[src/rtl/game_flow_ctrl.sv]
// Game sequencer: MENU -> PLAY -> GAMEOVER -> SUBMIT (four-phase score handshake) -> MENU.
// Optional macro ACK_TIMEOUT_EN adds a per-phase ACK timeout and the sticky submit_err flag.
module game_flow_ctrl #(
  parameter logic [31:0] FADE_MAX      = 32'h07FF_FFFF,
  parameter int unsigned FADE_SHIFT    = 19,
  parameter logic [31:0] GAMEOVER_HOLD = 32'd25_000_000,
  parameter logic [31:0] ACK_TIMEOUT   = 32'd1_000_000
) (
  input  logic        iVGA_CLK,
  input  logic        iRST_n,
  input  logic        up,
  input  logic        down,
  input  logic        left,
  input  logic        right,
  input  logic        fire,
  input  logic        menu,
  input  logic        ship_dead,
  input  logic [31:0] score,
  input  logic [31:0] ACK,
  output logic        game_active,
  output logic        game_reset,
  output logic [1:0]  screen_sel,
  output logic [7:0]  fade_level,
  output logic [31:0] NEW_SCORE,
  output logic        NEW_SCORE_EN,
  output logic        submit_err
);

  typedef enum logic [2:0] {
    MENU     = 3'd0,
    PLAY     = 3'd1,
    GAMEOVER = 3'd2,
    SUB_A    = 3'd3,
    SUB_B    = 3'd4
  } state_t;

  state_t      state_q, state_d;
  logic [31:0] fade_q, fade_d;
  logic [31:0] hold_q, hold_d;
  logic [31:0] final_q, final_d;
  logic [31:0] new_score_q, new_score_d;
  logic        game_active_q, game_active_d;
  logic        game_reset_q, game_reset_d;
  logic [1:0]  screen_sel_q, screen_sel_d;
  logic [7:0]  fade_level_q, fade_level_d;
  logic        en_q, en_d;
  logic        ack_seen, ack_timeout;

  assign ack_seen = ACK[0];

  always_ff @(posedge iVGA_CLK or negedge iRST_n) begin
    if (!iRST_n) begin
      state_q       <= MENU;
      fade_q        <= '0;
      hold_q        <= '0;
      final_q       <= '0;
      new_score_q   <= '0;
      game_active_q <= 1'b0;
      game_reset_q  <= 1'b0;
      screen_sel_q  <= 2'd0;
      fade_level_q  <= 8'd0;
      en_q          <= 1'b0;
    end else begin
      state_q       <= state_d;
      fade_q        <= fade_d;
      hold_q        <= hold_d;
      final_q       <= final_d;
      new_score_q   <= new_score_d;
      game_active_q <= game_active_d;
      game_reset_q  <= game_reset_d;
      screen_sel_q  <= screen_sel_d;
      fade_level_q  <= fade_level_d;
      en_q          <= en_d;
    end
  end

  always_comb begin
    state_d      = state_q;
    fade_d       = fade_q;
    hold_d       = hold_q;
    final_d      = final_q;
    new_score_d  = new_score_q;
    game_reset_d = 1'b0;
    case (state_q)
      MENU: begin
        fade_d = (fade_q >= FADE_MAX) ? FADE_MAX : fade_q + 32'd1;
        if ((up || down || left || right) && !menu) begin
          state_d      = PLAY;
          game_reset_d = 1'b1;
        end
      end
      PLAY: begin
        if (menu || ship_dead) begin
          state_d = GAMEOVER;
          final_d = score;
          hold_d  = '0;
        end
      end
      GAMEOVER: begin
        if (hold_q == GAMEOVER_HOLD - 32'd1) begin
          state_d     = SUB_A;
          hold_d      = '0;
          new_score_d = final_q;
        end else begin
          hold_d = hold_q + 32'd1;
        end
      end
      SUB_A: begin
        if (ack_seen) begin
          state_d = SUB_B;
        end else if (ack_timeout) begin
          state_d     = MENU;
          fade_d      = '0;
          new_score_d = '0;
        end
      end
      SUB_B: begin
        // Returning to MENU on either completion or timeout restarts the fade from dark.
        if (!ack_seen || ack_timeout) begin
          state_d     = MENU;
          fade_d      = '0;
          new_score_d = '0;
        end
      end
      default: state_d = MENU;
    endcase

    game_active_d = (state_d == PLAY);
    en_d          = (state_d == SUB_A);
    fade_level_d  = (state_d == MENU) ? 8'(fade_d >> FADE_SHIFT) : 8'd0;
    case (state_d)
      MENU:     screen_sel_d = 2'd0;
      PLAY:     screen_sel_d = 2'd1;
      GAMEOVER: screen_sel_d = 2'd2;
      default:  screen_sel_d = 2'd3;
    endcase
  end

`ifdef ACK_TIMEOUT_EN
  logic [31:0] tcnt_q, tcnt_d;
  logic        err_q, err_d;
  logic        in_submit;

  assign in_submit   = (state_q == SUB_A) || (state_q == SUB_B);
  assign ack_timeout = (tcnt_q == ACK_TIMEOUT - 32'd1);

  always_ff @(posedge iVGA_CLK or negedge iRST_n) begin
    if (!iRST_n) begin
      tcnt_q <= '0;
      err_q  <= 1'b0;
    end else begin
      tcnt_q <= tcnt_d;
      err_q  <= err_d;
    end
  end

  always_comb begin
    tcnt_d = tcnt_q + 32'd1;
    err_d  = err_q;
    if (!in_submit || state_d != state_q) tcnt_d = '0;
    if ((state_q == SUB_A && !ack_seen && ack_timeout) ||
        (state_q == SUB_B && ack_seen && ack_timeout))
      err_d = 1'b1;
    if (state_q == SUB_B && !ack_seen) err_d = 1'b0;
  end

  assign submit_err = err_q;

  logic unused_ok;
  assign unused_ok = &{1'b0, ACK[31:1], fire};
`else
  assign ack_timeout = 1'b0;
  assign submit_err  = 1'b0;

  logic unused_ok;
  assign unused_ok = &{1'b0, ACK[31:1], fire, ACK_TIMEOUT};
`endif

  assign game_active  = game_active_q;
  assign game_reset   = game_reset_q;
  assign screen_sel   = screen_sel_q;
  assign fade_level   = fade_level_q;
  assign NEW_SCORE    = new_score_q;
  assign NEW_SCORE_EN = en_q;

endmodule
[config.mk]
export PLATFORM = sky130hd
export DESIGN_NAME = game_flow_ctrl
export DESIGN_NICKNAME = d
export VERILOG_FILES = /design/src/rtl/game_flow_ctrl.sv
export SDC_FILE = /design/constraint.sdc
export NUM_CORES = 1
export LEC_CHECK = 0
export CAP_MARGIN = 20
export CORE_UTILIZATION = 45
export DETAILED_ROUTE_END_ITERATION = 7
export DONT_BUFFER_PORTS = 1
export PLACE_DENSITY = 0.71
export SLEW_MARGIN = 20
export SYNTH_ARGS = -nofsm -noshare
export SYNTH_HDL_FRONTEND = slang
export SYNTH_SLANG_ARGS = --single-unit
export TNS_END_PERCENT = 30
[constraint.sdc]
create_clock -name iVGA_CLK -period 5.4 [get_ports iVGA_CLK]
set_clock_uncertainty 0.1 [all_clocks]
set_input_delay 0.81 -clock iVGA_CLK [delete_from_list [all_inputs] [get_ports iVGA_CLK]]
set_output_delay 0.81 -clock iVGA_CLK [all_outputs]
set_load 0.02 [all_outputs]
## After elaboration in Yosys (flattened, before gate mapping)

Index checks and enable logic that the tools add are counted.

- Word-level logic and storage cells: 59
- Flip-flop bits (word level): 144
- Bits of input ports: 73
- Bits in latches: 0
- Output and inout port bits: 46
- Memories: 0
- Bits in writable memories: 0
- Bits in read-only memories: 0

- Order comparisons: 1
- Multiply operators: 0
- Mux-type cells: 19
- Shift operators: 0
- Add/subtract/negate cells: 2
- Eq/ne operators: 11
- Bitwise logic cells: 0
- Reductions and logical operators: 15
- Div/mod/pow operators: 0

Operators with widths:

| operator | count |
|---|---|
| 2-to-1 mux 32 bit | 6 |
| case mux 32 bit (2 select lines) | 3 |
| adder 32 x 1 -> 32 bit, second input constant | 2 |
| equality test 32 x 25 -> 1 bit, second input constant | 1 |
| >= comparator 32 x 27 -> 1 bit, second input constant | 1 |
| 2-to-1 mux 3 bit | 5 |
| case mux 3 bit (5 select lines) | 1 |
| equality test 3 x 2 -> 1 bit, second input constant | 4 |
| 2-to-1 mux 8 bit | 1 |
| equality test 3 x 1 -> 1 bit, second input constant | 2 |
| zero test 3 bit | 2 |
| inequality test 2 bit, second input constant | 3 |
| case mux 2 bit (3 select lines) | 1 |
| AND reduction 2 bit | 3 |
| nonzero test 2 bit | 3 |
| logical OR 1 bit | 4 |
| equality test 3 bit, second input constant | 1 |
| AND reduction 3 bit | 1 |
| 2-to-1 mux 1 bit | 2 |
| logical AND 1 bit | 1 |
| zero test 1 bit | 1 |

## Depth between registers and ports, before layout

Gate-level depths: netlist (run 1).

- Word-level depth: 8
- Gate-level depth with buffers: 10
- Depth with buffers taken out: 6

## Least setup slack after synthesis (run 1)

No wires, ideal clock.

- Kind: input-to-reg
- Start: input ship_dead
- End: register hold_q[31]
- Required time: 5.227 ns
- Library setup time: 0.073 ns
- Data arrival time: 2.228 ns
- Path buffers: 1
- Cell stages on the path: 6
- Slack: 2.999 ns
- Cell sequence: o21ai_1 mux2_2 or2_1 clkbuf_1 or4_4 a21oi_2

- Word-level cells in the longest chain between the ends: 3

Ends and longest elaborated chain:

| element | line | text |
|---|---|---|
| start, declared | 17 | `input logic ship_dead,` |
| logical OR 1 bit | 93 | `if (menu \|\| ship_dead) begin` |
| inequality test 2 bit (no line) | -- |  |
| AND reduction 2 bit (no line) | -- |  |
| end signal, assigned | 66 | `hold_q <= hold_d;` |
| end, declared | 39 | `logic [31:0] hold_q, hold_d;` |

Every way passes these cells.
A chain may end at the register's enable or synchronous reset.

## Worst setup path after layout (run 1)

- Start: register state_q[2]
- End: register fade_level_q[5] (netlist: fade_level[5])

- Word-level cells in the longest chain between the ends: 4
- Elaborated cells between the ends (all ways): 14
- Classes of those cells: 4 x eq/ne; 8 x mux; 2 x reduce/logical

Ends and longest elaborated chain:

| element | line | text |
|---|---|---|
| start, declared | 37 | `state_t state_q, state_d;` |
| start signal, assigned | 64 | `state_q <= state_d;` |
| equality test 3 bit (tied with other cells) | 84 | `case (state_q)` |
| case mux 3 bit (5 select lines) | 84 |  |
| zero test 3 bit | 130 | `fade_level_d = (state_d == MENU) ? 8'(fade_d >> FADE_SHIFT) : 8'd0;` |
| 2-to-1 mux 8 bit * | 130 |  |
| named net fade_level_d[5] | 45 | `logic [7:0] fade_level_q, fade_level_d;` |
| end signal, assigned | 72 | `fade_level_q <= fade_level_d;` |
| end, declared | 45 |  |

The timed path passes the listed nets; every way through them passes the cells marked *.

==> reports/metrics.csv, run 1 <==
stage;metric;value;unit
yosys;Synth cell types;66;
die;num ports;119;
yosys;post-synthesis async set-or-reset flop share;1.00;
sta;final worst slack;2.35;ns
pwr;Pleak;3.19;nW
route;Vias;5310;
place;DP HPWL;9930;um
finish;Non-Filler Instances;871;
place;pre-CTS setup slack;2.05;ns
yosys;register area share after synthesis;0.527;
sta;Slew Viols, Final;0;
yosys;synthesized flop and latch total;144;
yosys;Synth Flop Type;dfrtp_1;
critical_path;delay-heaviest family, CP;simple AND/OR/NAND/NOR gates;
place;RePlAce Congestion;0.847;
finish;share of cells above drive strength 1;0.137;
die;Core Region;14700;sq um
pwr;P per Cell Area;468;nW/um^2
critical_path;cells along the critical path;or3_1, nand2_1, buf_4, o21ai_0, a211oi_1;
critical_path;Worst setup SP type;flip-flop;
critical_path;RR Startpoint;state_q[2]$_DFF_PN0_;
finish;most frequent cells in the layout;144 x dfrtp_1, 106 x nand2_1, 56 x o21ai_0;
pwr;Comb pwr share;0.239;
yosys;multiplexer area fraction after synthesis;0.0662;
route;remaining antenna violation count after routing;0;
sta;Final Hold Slack;0.284;ns
yosys;Post-Synth XOR/XNOR Area;0.0179;
die;Die H;125;um
sta;Max Fclk;0.328;GHz
yosys;yosys warns;0;
global_route;All-Layer GR Usage;0.208;
global_route;initial antenna violation count;0;
global_route;largest net degree at the start of global routing;145;
die;Initial Util;0.466;
critical_path;reg-to-reg endpoint;fade_level[5]$_DFF_PN0_;
critical_path;slowest cell on the critical path;or3_1;
die;die area;15700;sq um
cts;Clock Tree Buf Depth;2;
critical_path;R2R Setup Slk;2.35;ns
yosys;area leader, netlist;dfrtp_1;
cts;TritonCTS buffer count;17;
yosys;post-synthesis adder-cell area fraction;0.00366;
sta;setup TNS;0;ns
route;final wirelength;15300;um
pwr;Power Internal;2.31;mW
place;placed inst area;6960;sq um
sta;RSZ-0062 raised after global routing;no;
critical_path;Crit Path Category;reg2reg;
finish;P&R area growth vs syn;11.5;%
die;die width;125;um
finish;n_diodes;0;
sta;fin crit share;0.565;
global_route;first-pass GRT wire length;25700;um
route;iteration-0 DRC count of the detailed router;491;
flow_run;number of max-cap violations;0;
yosys;largest family of logic cells by synthesized area;simple AND/OR/NAND/NOR gates;
critical_path;worst-path maximum fanout;41;
pwr;total power;3.57;mW
run_status;status;finished with violations;
yosys;post-synthesis area per instance;9.95;sq um
global_route;grt ovf;0;
cts;Clock Sinks;144;
place;Port Buffers;0;
cts;CTS HTree Levels;4;
cts;Worst-Skew Late Latency;0.43;ns
finish;final core utilization;0.519;
critical_path;r2r worst-path depth;5;
pwr;Sw Share;0.353;
critical_path;Worst Path Buf+Inv;1;
sta;Final Setup Violations;0;
sta;crit path time final;3.05;ns
yosys;largest cells by area after synthesis;dfrtp_1 53%, nand2_1 5.8%, mux2_2 5.6%, o21ai_0 4.1%, nand3_1 2.8%;
sta;Final Hold Fails;0;
sta;actual slew at the worst max-slew pin;1.05;ns
pwr;power share of the clock group;0.347;
yosys;post-synthesis simple-gate area fraction;0.222;
route;DRC Markers;4;
yosys;Mapped Area;6840;sq um
die;FP Rows;44;
min_path;hold crit path type;in2async;
finish;# fillers;1292;
pwr;sequential group share of total power;0.414;
yosys;Mapped Cells;688;
run_status;failing checks;design-rule violations;
cts;clock root cell;clkbuf_16;
yosys;syn nets;763;
yosys;Synth Area in Compound Gates;0.132;
route;routed length per instance;17.6;um
finish;Final #Nets;749;
cts;CTS tree;built;
route;Initial DRT Pass Iterations;7;
pwr;Net Sw Power;1.26;mW
critical_path;CP required;5.62;ns
critical_path;crit path DAT;3.27;ns
sta;Max-slew headroom;0.302;
critical_path;Critical Path End Type;flip-flop;
yosys;Post-synth EDFFs;0;
route;Vias/cell;6.10;
place;placed insts;837;
pwr;VDD IR max;0.263;mV
finish;commonest non-fill, non-tap cell in the layout;dfrtp_1;
critical_path;crit-path max cell delay;0.93;ns
critical_path;CP Launch Point;state_q[2]$_DFF_PN0_;
finish;post-route design area;7630;sq um
yosys;post-synth top area share;0.527;
cts;clk slew on worst S/H paths;0.06;ns
global_route;vias in the first global route;5230;
[final cells by class]
| type | count | area (sq um) | area share |
|---|---|---|---|
| clock inverter | 15 | 210 | 0.0276 |
| clock buffer | 17 | 425 | 0.0558 |
| multi-input combinational | 495 | 3050 | 0.399 |
| tap | 184 | 230 | 0.0302 |
| inverter | 8 | 30.0 | 0.00394 |
| sequential | 144 | 3600 | 0.472 |
| timing repair buffer | 8 | 83.8 | 0.0110 |
[layer usage]
| metal | routed length, um | part of all wire | vias to the layer above | GRT usage |
|---|---|---|---|---|
| li1 | - | - | 2471 | - |
| met1 | 6370 | 0.42 | 2625 | 0.258 |
| met2 | 7670 | 0.50 | 189 | 0.334 |
| met3 | 1010 | 0.066 | 25 | 0.0680 |
| met4 | 282 | 0.018 | 0 | 0.0890 |
| met5 | 0 | 0 | - | 0 |
[logic make-up after synthesis]
group                    after synthesis
AND/OR/NAND/NOR                      290
other                                  1
AO/OA/AOI/OAI                        147
buffers and inverters                 49
adder cells (fa/ha/maj)                2
flip-flops                           144
multiplexers                          41
XOR/XNOR                              14
[flip-flops by register name (all words and copies together), names as in the netlist]
register / cells
NEW_SCORE: 32
fade_q: 32
final_q: 32
hold_q: 32
fade_level: 8
state_q: 3
screen_sel: 2
NEW_SCORE_EN: 1
game_active: 1
game_reset: 1
[power groups by stage]
stage | Sequential (mW) | Combinational (mW) | Clock [mW]
finish | 1.48 | 0.855 | 1.24
global route | 1.51 | 0.949 | 1.32
CTS | 1.47 | 0.855 | 1.27
detailed placement | 1.49 | 0.831 | 0
global placement | 1.48 | 0.801 | 0
floorplan | 1.42 | 0.703 | 0
[synth_stat cells, types with 4 or more instances]
cell	count
nand3_1	38
a21oi_1	30
dfrtp_1	144
o21ai_0	56
nor4_1	17
a31oi_1	10
xnor2_1	13
clkbuf_1	28
inv_1	8
nand2b_1	5
nor2b_1	6
and2_1	9
nand2_1	106
mux2i_1	7
or2_2	4
o22ai_1	4
nand4_1	23
nor2_1	25
and3_1	13
o31ai_1	6
buf_2	8
a21o_1	4
nor3_1	18
mux2_2	34
a22o_1	6
[how the worst max path moves through the flow]
stage	to	slack, ns	depth (start not counted)
6_report	fade_level[5]$_DFF_PN0_	2.35	5
4_1_cts	NEW_SCORE[11]$_DFFE_PN0P_	2.05	4
2_1_floorplan	hold_q[31]$_DFFE_PN0P_	3.00	6
3_3_place_gp	NEW_SCORE[20]$_DFFE_PN0P_	2.15	4
3_5_place_dp	NEW_SCORE[8]$_DFFE_PN0P_	2.05	4
5_1_grt	fade_level[5]$_DFF_PN0_	2.08	5
[timing repair]
action	4_1_cts	5_1_grt
buffers inserted	0	0
gates resized for setup	0	0
hold endpoints to repair	144	0
hold buffers	1	0
No activity file was read; power rests on OpenSTA's default activity.
==> run 2: changes to the inputs <==
PLACE_DENSITY = 0.73   (was 0.71)
clock period = 2.4 ns   (was 5.4 ns; I/O delays follow)
==> reports/metrics.csv, run 2 (synthesis results as in run 1) <==
stage;metric;value;unit;change
run_status;status;finished with violations;;
run_status;failing checks;design-rule violations, negative hold slack;;
place;placed insts;858;;+2.5%
pwr;Sw Share;0.344;;-0.00916
die;num ports;119;;unchanged
critical_path;Worst setup SP type;flip-flop;;
place;RePlAce Congestion;0.891;;+5.1%
cts;TritonCTS buffer count;17;;unchanged
critical_path;Critical Path End Type;flip-flop;;
place;DP HPWL;10500;um;+6.0%
cts;clock root cell;clkbuf_16;;
global_route;Top Usage Layer GRT;met2;;
route;final wirelength;16100;um;+5.3%
finish;Non-Filler Instances;924;;+6.1%
global_route;initial antenna violation count;0;;unchanged
sta;Max Fclk;0.454;GHz;+39%
cts;post-CTS sizing;0;;unchanged
sta;setup TNS;0;ns;unchanged
pwr;P per Cell Area;1010;nW/um^2;+120%
die;die width;125;um;unchanged
cts;clk slew on worst S/H paths;0.07;ns;about the same
sta;Slew Viols, Final;0;;unchanged
sta;Final Hold Fails;144;;+144
finish;share of cells above drive strength 1;0.152;;+0.0147
route;iteration-0 DRC count of the detailed router;536;;+9.2%
sta;Final Setup Violations;0;;unchanged
cts;Clock Sinks;144;;unchanged
finish;Final #Nets;802;;+7.1%
cts;CTS tree;built;;
cts;Clock Tree Buf Depth;2;;unchanged
place;Port Buffers;0;;unchanged
route;Vias;5520;;+4.0%
pwr;Comb pwr share;0.273;;+0.034
die;FP Rows;44;;unchanged
critical_path;worst-path maximum fanout;17;;-59%
route;Vias/cell;5.97;;-2.0%
pwr;sequential group share of total power;0.399;;-0.015
critical_path;R2R Setup Slk;0.20;ns;-2.15 ns
pwr;Net Sw Power;2.82;mW;+120%
sta;Final Hold Slack;-0.461;ns;-0.745 ns
sta;RSZ-0062 raised after global routing;no;;
finish;commonest non-fill, non-tap cell in the layout;dfrtp_1;;
die;Core Region;14700;sq um;unchanged
global_route;M2 GR Usage;0.378;;+0.0437
critical_path;crit path DAT;2.40;ns;-0.87 ns
cts;cts hold-fix bufs;34;;+33
global_route;grt ovf;0;;unchanged
route;DRC Markers;12;;+8
sta;Max-slew headroom;0.625;;+0.323
sta;actual slew at the worst max-slew pin;0.558;ns;-0.489 ns
finish;most frequent cells in the layout;144 x dfrtp_1, 106 x nand2_1, 56 x o21ai_0;;
global_route;M1 GR Usage;0.264;;+0.00610
critical_path;r2r worst-path depth;5;;unchanged
sta;crit path time final;2.20;ns;-0.849 ns
die;die area;15700;sq um;unchanged
min_path;hold crit path type;in2async;;
global_route;largest net degree at the start of global routing;145;;unchanged
route;remaining antenna violation count after routing;0;;unchanged
die;Initial Util;0.466;;unchanged
pwr;VDD IR max;0.617;mV;+130%
cts;Worst-Skew Late Latency;0.42;ns;about the same
critical_path;Crit Path Category;reg2reg;;
pwr;Pleak;3.41;nW;+7.0%
critical_path;CP required;2.60;ns;-3.02 ns
critical_path;RR Startpoint;hold_q[6]$_DFFE_PN0P_;;
die;Die H;125;um;unchanged
sta;fin crit share;0.917;;+0.352
finish;P&R area growth vs syn;18.2;%;
pwr;Power Internal;5.37;mW;+130%
critical_path;reg-to-reg endpoint;hold_q[7]$_DFFE_PN0P_;;
global_route;met3 usage;0.0488;;-0.0193
route;routed length per instance;17.5;um;-0.72%
flow_run;number of max-cap violations;0;;unchanged
route;Initial DRT Pass Iterations;7;;unchanged
global_route;vias in the first global route;5552;;+6.2%
cts;CTS HTree Levels;4;;unchanged
global_route;All-Layer GR Usage;0.219;;+0.0105
global_route;first-pass GRT wire length;27500;um;+6.8%
pwr;power share of the clock group;0.328;;-0.019
cts;post-CTS setup buffer count;0;;unchanged
-- run 2: cell count changes in the layout (fill, tap and decap cells not counted) --
cell	change
inv_8	-4
buf_4	+18
buf_12	+3
buf_6	-1
clkinv_8	-3
diode_2	+1
inv_6	+4
buf_16	-1
clkinv_4	+2
dlygate4sd3_1	+34
-- run 2: area by class of cell --
cell class / instances / area (sq um)
multi-input cells: 495 / 3050
flip-flops and latches: 144 / 3600
clock inverters: 14 / 169
repair buffers: 61 / 581
fillers: 1214 / 6610
diodes: 1 / 2.50
well taps: 184 / 230
inverters: 8 / 30.0
clock buffers: 17 / 425
-- run 2: stage by stage --
stage                     worst slack (ns)  area [sq um]  total power [mW]  hold slack [ns]   util
final                                0.199          8090              8.19           -0.461  0.550
after global routing                0.0399          8090              8.61           -0.487  0.550
after global placement               0.272          7150              5.35          -0.0303  0.486
after CTS                            0.225          8090              8.21           -0.481  0.550
after detailed placement            0.0753          7150              5.48          -0.0302  0.486
after floorplan                      0.244          6840              4.77          -0.0356      -
-- run 2: power groups by stage --
| stage | sequential [mW] | combinational, mW | clock (mW) |
|---|---|---|---|
| global route | 3.33 | 2.44 | 2.83 |
| detailed placement | 3.30 | 2.18 | 0 |
| finish | 3.26 | 2.24 | 2.69 |
| global placement | 3.26 | 2.09 | 0 |
| floorplan | 3.19 | 1.58 | 0 |
| CTS | 3.26 | 2.23 | 2.73 |
-- run 2: critical path, stage by stage (launching register included) --
cell and delay (ns):
dfrtp_1 0.44, nor4_1 0.35, nand4_1 0.28, nor4_4 0.39, or2_2 0.40, nor2_1 0.11
-- run 2: worst max-delay path by stage --
stage | from | end | cells after the start
after floorplan | hold_q[0]$_DFFE_PN0P_ | hold_q[13]$_DFFE_PN0P_ | 10
after global placement | hold_q[7]$_DFFE_PN0P_ | hold_q[21]$_DFFE_PN0P_ | 5
after detailed placement | down | fade_level[5]$_DFF_PN0_ | 5
after CTS | fade_q[0]$_DFFE_PN0P_ | fade_q[12]$_DFFE_PN0P_ | 7
after global routing | fade_q[0]$_DFFE_PN0P_ | fade_q[3]$_DFFE_PN0P_ | 7
final | hold_q[6]$_DFFE_PN0P_ | hold_q[7]$_DFFE_PN0P_ | 5
-- run 2: metal layers --
layer,part of all wire,up-vias
met4,0.018,0
met5,0,-
li1,-,2573
met1,0.42,2741
met2,0.52,173
met3,0.050,33
